===== src/rtl/project_switch_ctrl_pkg.sv =====
// Shared types and register layout for the project switch controller.
// Config/status register bit positions and the one-hot helper.
package project_switch_ctrl_pkg;

  typedef enum logic [1:0] {
    RESET_HOLD,
    RUN,
    DRAIN,
    GATE
  } state_e;

  localparam int PIN_MODE_BIT = 7;
  localparam int CLR_BIT      = 8;
  localparam int PEND_BIT     = 16;
  localparam int SW_BIT       = 17;
  localparam int ERR_INV_BIT  = 18;
  localparam int ERR_TO_BIT   = 19;

  function automatic logic [31:0] onehot(input int unsigned idx);
    return 32'd1 << idx;
  endfunction

endpackage


===== src/rtl/project_switch_ctrl_cfg_sync.sv =====
// Two-flop synchroniser for the select pins, plus a change strobe
// raised for one cycle whenever the synchronised value moves.
module project_switch_ctrl_cfg_sync
  import project_switch_ctrl_pkg::*;
#(
  parameter int W = 2
) (
  input  logic         clk_i,
  input  logic         rst_i,
  input  logic [W-1:0] d_i,
  output logic [W-1:0] q_o,
  output logic         chg_o
);

  logic [W-1:0] s1_q;
  logic [W-1:0] s2_q;
  logic [W-1:0] s3_q;

  always_ff @(posedge clk_i) begin
    if (rst_i) begin
      s1_q <= '0;
      s2_q <= '0;
      s3_q <= '0;
    end else begin
      s1_q <= d_i;
      s2_q <= s1_q;
      s3_q <= s2_q;
    end
  end

  assign q_o   = s2_q;
  assign chg_o = (s2_q != s3_q);

endmodule


===== src/rtl/project_switch_ctrl.sv =====
// Owner scheduler for the multiplexed user projects: drains the bus,
// gates clocks, holds the new owner in reset, then hands it the datapath.
module project_switch_ctrl
  import project_switch_ctrl_pkg::*;
#(
  parameter int          USER_PROJECTS = 4,
  parameter int          CFG_BITS      = 2,
  parameter logic [31:0] CFG_ADDRESS   = 32'h300FFFFC,
  parameter int          DEFAULT_SEL   = 0,
  parameter int          GATE_CYCLES   = 2,
  parameter int          RST_CYCLES    = 4,
  parameter int          DRAIN_TIMEOUT = 255
) (
  input  logic                     wb_clk_i,
  input  logic                     wb_rst_i,
  input  logic                     wbs_stb_i,
  input  logic                     wbs_cyc_i,
  input  logic                     wbs_we_i,
  input  logic [3:0]               wbs_sel_i,
  input  logic [31:0]              wbs_dat_i,
  input  logic [31:0]              wbs_adr_i,
  output logic                     cfg_hit_o,
  output logic                     cfg_ack_o,
  output logic [31:0]              cfg_dat_o,
  input  logic [CFG_BITS-1:0]      pin_sel_i,
  output logic [CFG_BITS-1:0]      active_sel_o,
  output logic [USER_PROJECTS-1:0] proj_clk_en_o,
  output logic [USER_PROJECTS-1:0] proj_rst_o,
  output logic                     switching_o
);

  localparam int MAX_A = (RST_CYCLES > GATE_CYCLES) ?
                         RST_CYCLES : GATE_CYCLES;
  localparam int CNT_MAX = (DRAIN_TIMEOUT > MAX_A) ?
                           DRAIN_TIMEOUT : MAX_A;
  localparam int CW = $clog2(CNT_MAX + 1);
  localparam logic [CW-1:0] CNT_TOP    = CW'(CNT_MAX);
  localparam logic [CW-1:0] RST_LAST   = CW'(RST_CYCLES - 1);
  localparam logic [CW-1:0] GATE_LAST  = CW'(GATE_CYCLES - 1);
  localparam logic [CW-1:0] DRAIN_LAST = CW'(DRAIN_TIMEOUT - 1);
  localparam logic [CFG_BITS-1:0] DEF  = CFG_BITS'(DEFAULT_SEL);

  state_e                   state_q, state_d;
  logic [CW-1:0]            cnt_q, cnt_d;
  logic [CFG_BITS-1:0]      act_q, act_d;
  logic [CFG_BITS-1:0]      swt_q, swt_d;
  logic [CFG_BITS-1:0]      ptgt_q, ptgt_d;
  logic                     pend_q, pend_d;
  logic                     pinm_q, pinm_d;
  logic                     einv_q, einv_d;
  logic                     eto_q, eto_d;
  logic                     hit_q, ack_q;
  logic [31:0]              dat_q, dat_d;
  logic [USER_PROJECTS-1:0] en_q, en_d;
  logic [USER_PROJECTS-1:0] prst_q, prst_d;
  logic [USER_PROJECTS-1:0] oh_d;
  logic                     sw_q, sw_d;

  logic [CFG_BITS-1:0] pin_s;
  logic                pin_chg;
  logic                acc, wb_wr, wb_clr;
  logic [6:0]          wtgt;
  logic                req, rbad;
  logic [CFG_BITS-1:0] rtgt;
  logic                unused_ok;

  project_switch_ctrl_cfg_sync #(
    .W(CFG_BITS)
  ) u_sync (
    .clk_i(wb_clk_i),
    .rst_i(wb_rst_i),
    .d_i  (pin_sel_i),
    .q_o  (pin_s),
    .chg_o(pin_chg)
  );

  assign cfg_hit_o = wbs_cyc_i & wbs_stb_i &
                     (wbs_adr_i == CFG_ADDRESS);
  assign acc    = cfg_hit_o & ~hit_q;
  assign wb_wr  = acc & wbs_we_i & wbs_sel_i[0];
  assign wb_clr = acc & wbs_we_i & wbs_sel_i[1] &
                  wbs_dat_i[CLR_BIT];
  assign wtgt   = wbs_dat_i[6:0];
  assign unused_ok = ^{wbs_sel_i[3:2], wbs_dat_i[31:9]};

  // A bus write in the same cycle as a pin change takes priority.
  always_comb begin
    req  = 1'b0;
    rbad = 1'b0;
    rtgt = pin_s;
    if (wb_wr) begin
      req  = 1'b1;
      rtgt = wtgt[CFG_BITS-1:0];
      rbad = (int'(wtgt) >= USER_PROJECTS);
    end else if (pinm_q && pin_chg) begin
      req  = 1'b1;
      rbad = (int'(pin_s) >= USER_PROJECTS);
    end
  end

  always_comb begin
    state_d = state_q;
    cnt_d   = (cnt_q == CNT_TOP) ? cnt_q : cnt_q + 1'b1;
    act_d   = act_q;
    swt_d   = swt_q;
    pend_d  = pend_q;
    ptgt_d  = ptgt_q;
    pinm_d  = pinm_q;
    einv_d  = einv_q;
    eto_d   = eto_q;
    if (wb_clr) begin
      einv_d = 1'b0;
      eto_d  = 1'b0;
    end
    unique case (state_q)
      RESET_HOLD: begin
        if (cnt_q == RST_LAST) begin
          state_d = RUN;
          cnt_d   = '0;
        end
      end
      RUN: begin
        cnt_d = '0;
        if (pend_q) begin
          pend_d = 1'b0;
          if (ptgt_q != act_q) begin
            state_d = DRAIN;
            swt_d   = ptgt_q;
          end
        end
      end
      DRAIN: begin
        if (!wbs_cyc_i) begin
          state_d = GATE;
          cnt_d   = '0;
        end else if (cnt_q == DRAIN_LAST) begin
          state_d = GATE;
          cnt_d   = '0;
          eto_d   = 1'b1;
        end
      end
      GATE: begin
        if (cnt_q == GATE_LAST) begin
          state_d = RESET_HOLD;
          cnt_d   = '0;
          act_d   = swt_q;
        end
      end
      default: state_d = RESET_HOLD;
    endcase
    // Requests land after consumption so a new one is never lost.
    if (req) begin
      if (rbad) begin
        einv_d = 1'b1;
      end else begin
        if (wb_wr) pinm_d = wbs_dat_i[PIN_MODE_BIT];
        if (rtgt != act_q || pend_q) begin
          pend_d = 1'b1;
          ptgt_d = rtgt;
        end
      end
    end
  end

  always_comb begin
    oh_d   = USER_PROJECTS'(onehot(int'(act_d)));
    en_d   = oh_d;
    prst_d = ~oh_d;
    sw_d   = 1'b1;
    unique case (state_d)
      RESET_HOLD: prst_d = '1;
      RUN:        sw_d = 1'b0;
      GATE: begin
        en_d   = '0;
        prst_d = '1;
      end
      default: ;
    endcase
  end

  always_comb begin
    dat_d = dat_q;
    if (acc) begin
      dat_d                 = '0;
      dat_d[CFG_BITS-1:0]   = act_q;
      dat_d[PIN_MODE_BIT]   = pinm_q;
      dat_d[15:8]           = 8'(ptgt_q);
      dat_d[PEND_BIT]       = pend_q;
      dat_d[SW_BIT]         = sw_q;
      dat_d[ERR_INV_BIT]    = einv_q;
      dat_d[ERR_TO_BIT]     = eto_q;
    end
  end

  always_ff @(posedge wb_clk_i) begin
    if (wb_rst_i) begin
      state_q <= RESET_HOLD;
      cnt_q   <= '0;
      act_q   <= DEF;
      swt_q   <= DEF;
      ptgt_q  <= '0;
      pend_q  <= 1'b0;
      pinm_q  <= 1'b0;
      einv_q  <= 1'b0;
      eto_q   <= 1'b0;
      hit_q   <= 1'b0;
      ack_q   <= 1'b0;
      dat_q   <= '0;
      en_q    <= USER_PROJECTS'(onehot(DEFAULT_SEL));
      prst_q  <= '1;
      sw_q    <= 1'b1;
    end else begin
      state_q <= state_d;
      cnt_q   <= cnt_d;
      act_q   <= act_d;
      swt_q   <= swt_d;
      ptgt_q  <= ptgt_d;
      pend_q  <= pend_d;
      pinm_q  <= pinm_d;
      einv_q  <= einv_d;
      eto_q   <= eto_d;
      hit_q   <= cfg_hit_o;
      ack_q   <= acc;
      dat_q   <= dat_d;
      en_q    <= en_d;
      prst_q  <= prst_d;
      sw_q    <= sw_d;
    end
  end

  assign cfg_ack_o     = ack_q;
  assign cfg_dat_o     = dat_q;
  assign active_sel_o  = act_q;
  assign proj_clk_en_o = en_q;
  assign proj_rst_o    = prst_q;
  assign switching_o   = sw_q;

endmodule


===== config.mk =====
export PLATFORM = sky130hd
export DESIGN_NAME = project_switch_ctrl
export DESIGN_NICKNAME = d
export VERILOG_FILES = /design/src/rtl/project_switch_ctrl_pkg.sv /design/src/rtl/project_switch_ctrl_cfg_sync.sv /design/src/rtl/project_switch_ctrl.sv
export SDC_FILE = /design/constraint.sdc
export NUM_CORES = 1
export LEC_CHECK = 0
export BUFFER_PORTS_ARGS = -buffer_cell sky130_fd_sc_hd__buf_2
export CAP_MARGIN = 5
export CORE_ASPECT_RATIO = 0.6
export CORE_MARGIN = 4
export CORE_UTILIZATION = 46
export DETAILED_ROUTE_END_ITERATION = 10
export PLACE_DENSITY = 0.82
export SYNTH_ARGS = -nofsm -noshare
export SYNTH_HDL_FRONTEND = slang
export SYNTH_SLANG_ARGS = --single-unit

===== constraint.sdc =====
create_clock -name wb_clk_i -period 2.3 [get_ports wb_clk_i]
set_clock_uncertainty 0.1 [all_clocks]
set_input_delay 0.115 -clock wb_clk_i [delete_from_list [all_inputs] [get_ports wb_clk_i]]
set_output_delay 0.115 -clock wb_clk_i [all_outputs]
set_load 0.005 [all_outputs]

==> impl_metrics.csv <==
group,metric,value,unit
yosys,yosysTopAreaCell,"dfxtp_1",
yosys,ys_top_cells_by_count,"46 x dfxtp_1, 30 x nor2_1, 23 x buf_4",
clock_tree,hold_buffers,3,
yosys,synth_ff_type,"dfxtp_1",
route,drc_errors,0,
sta,max_freq,467.0,MHz
clock_tree,insertion_delay,0.29,ns
grt,grt_use_total,15.36,%
setup_path,path_max_fanout,13,
worst_hold_path,min_to,"einv_q$_SDFF_PP0_",
setup_path,setup.worst_path.start_class,"flip-flop",
worst_hold_path,hold_class,"input port to flip-flop",
flow_run,maxCapViolCount,0,
setup_path,cpMaxStageDelayCell,"nor4_4",
clock_tree,cts_buffer_depth,2,
route,drt-pass1-iter-count,4,
yosys,ys_seq_elements,46,
die,die_h,64.79,µm
sta,report.final.slew_viol_count,0,
route,detail_route.wl_per_cell,12.78,µm
sta,worstMarginPinSlew,0.6078,ns
die,dieArea,6650,µm²
yosys,synth-edff-count,0,
clock_tree,htreeDepth,2,
power_and_ir_drop,leakage,1.354,nW
grt,grt_pass1_wl,8.286,mm
yosys,yosys-top-cells-area,"dfxtp_1 37%, buf_4 7.0%, mux2i_1 4.9%, nor2_1 4.6%, nand2_1 3.0%",
power_and_ir_drop,powerDensity,540.3,nW/µm²
sta,rsz0062_at_grt,"false",
setup_path,cp_cell_sequence,"nor4_4 > and3_4 > mux2i_1 > o31ai_2 > mux2_1",
final_layout,nets,424,
grt,antenna_found_initial,0,
final_layout,design_area,2895,µm²
route,drt.antenna.violating_nets,0,
setup_path,crit_start,"hit_q$_SDFF_PP0_",
worst_hold_path,worstHoldPathCells,4,
final_layout,diodes,0,
route,via_count,2088,
grt,grt_max_degree,34,
place,dpl_cell_area,2779,µm²
grt,overflow,0,
grt,grt_pass1_vias,1777,
setup_path,worstSetupPathType,"flip-flop to flip-flop",
die,die_w,102.6,µm
route,routed_via_density,5.056,
yosys,ys_seq_area_share,37.25,%
setup_path,r2r-end,"ptgt_q[1]$_SDFFE_PP0P_",
place,numPortBuffers,71,
place,finalWeightedCongestion,0.9422,
setup_path,critPathRequiredTime,2.39,ns
yosys,yosysWarnings,0,
sta,setup_tns,0,ns
setup_path,worst-r2r-setup-slack,0.16,ns
die,start_util,48.20,%
sta,slew_headroom,59.48,%
worst_hold_path,min_from,"wbs_dat_i[8]",
die,io_pins,120,
yosys,synthesis.instances,273,
clock_tree,clkSinkCount,46,
setup_path,cpLargestDelayFamily,"simple AND/OR/NAND/NOR gates",
final_layout,area_growth,17.11,%
sta,fin_crit_sh,93.10,%
route,drt-initial-drc-count,105,
yosys,synth-async-reset-ratio,0,%
final_layout,drive_gt1_share,26.80,%
setup_path,cp-end-kind,"flip-flop",
setup_path,cp_slowest_stage_delay,0.39,ns
sta,fin_crit,2.141,ns
clock_tree,cts_buffers,5,
clock_tree,cts_setup_buffers,0,
yosys,synth_cell_types,56,
yosys,synth_area,2472,µm²
route,wirelength,5.280,mm
setup_path,crit_buf_inv,0,
clock_tree,cts_resized,0,
die,core_area,5130,µm²
sta,setup_violations,0,
sta,finalHoldViolCount,0,
sta,whs,0.1301,ns
clock_tree,ctsRootBufferMaster,"clkbuf_8",
die,fp-row-count,20,
setup_path,r2r-start,"hit_q$_SDFF_PP0_",
setup_path,cp.arrival,2.23,ns
place,dpl.hpwl,4.154,mm
yosys,post-synth-top-count-cell,"dfxtp_1",
setup_path,reg2regPathDepth,5,
clock_tree,cts_tree,"yes",
yosys,synth_area_per_cell,9.056,µm²
power_and_ir_drop,vdd.ir_drop.worst,0.4072,mV
clock_tree,path_clk_slew,0.09,ns
outcome,status,"completed",
yosys,synth_top_cell_area_share,37.25,%
## how the worst max path moves through the flow
stage                        endpoint  slack (ns)  cells after the start
2_1_floorplan  ptgt_q[1]$_SDFFE_PP0P_        0.37                      7
6_report       ptgt_q[1]$_SDFFE_PP0P_        0.16                      5
4_1_cts        ptgt_q[1]$_SDFFE_PP0P_        0.19                      5
5_1_grt        ptgt_q[1]$_SDFFE_PP0P_        0.09                      5
3_5_place_dp   ptgt_q[1]$_SDFFE_PP0P_        0.18                      7
3_3_place_gp   ptgt_q[1]$_SDFFE_PP0P_        0.21                      7
## per-stage QoR
stage / setup slack [ns] / total power (W) / std cells / util, %
after floorplan: 0.3680 / 0.001036 / 295 / -
after global placement: 0.2086 / 0.001093 / 402 / 54.17
after detailed placement: 0.1801 / 0.001101 / 402 / 54.17
after CTS: 0.1942 / 0.001583 / 413 / 56.44
after global routing: 0.08586 / 0.001648 / 413 / 56.44
final: 0.1587 / 0.001564 / 413 / 56.44
## placed cells by master, fill, tap and decap left out, drive strengths merged, types with 9 or more instances in the layout
master  netlist  layout
a21oi        10      10
buf          26      72
conb          1      23
dfxtp        46      46
mux2i        14      14
nand2        20      20
nand3        12      12
nor2         30      30
nor2b         9       9
o21ai         9       9
## routing by layer
layer,wire length [µm],vias up,part of all wire [%],global-route usage (%)
met2,2110,85,40,21.46
met1,2657,941,50,23.63
met3,498,4,9.4,4.409
met4,14,0,0.27,1.800
li1,-,1058,-,-
met5,0,-,0,0
## where the power goes
| part | total (W) | internal (W) | switching [W] |
|---|---|---|---|
| combinational | 0.000227 | 0.000104 | 0.000123 |
| sequential | 0.000862 | 0.000828 | 0.0000336 |
| clock | 0.000475 | 0.000215 | 0.000261 |
## kinds of logic after synthesis
group	after synthesis	synth area share, %
fa+ha+maj	3	1.518
compound gates	38	10.88
other cells	1	0.1517
simple gates	120	28.80
buf+inv	39	10.17
flops	46	37.25
mux	17	8.047
xor+xnor	9	3.188
## final cells by class
cell class	instances	area [µm²]
clock buffer	6	72.57
clock inverter	2	13.76
fill	464	2235
inverter	8	30.03
multi-input combinational	210	1383
sequential	46	920.9
tap	66	82.58
timing repair buffer	75	392.9
## worst reg2reg max path: cells and delay by family, from the launching register on
kind | cells | cell delay [ns]
simple gates | 2 | 0.74
compound gates | 1 | 0.13
flops | 1 | 0.38
mux | 2 | 0.70
## state kept, by name, summed over array words and instances, names as in the netlist, 4 cells and up
| signal | flops |
|---|---|
| cnt_q | 8 |
| proj_rst_o | 4 |
| cfg_dat_o | 9 |
| proj_clk_en_o | 4 |
(Power assumes the default switching activity.)
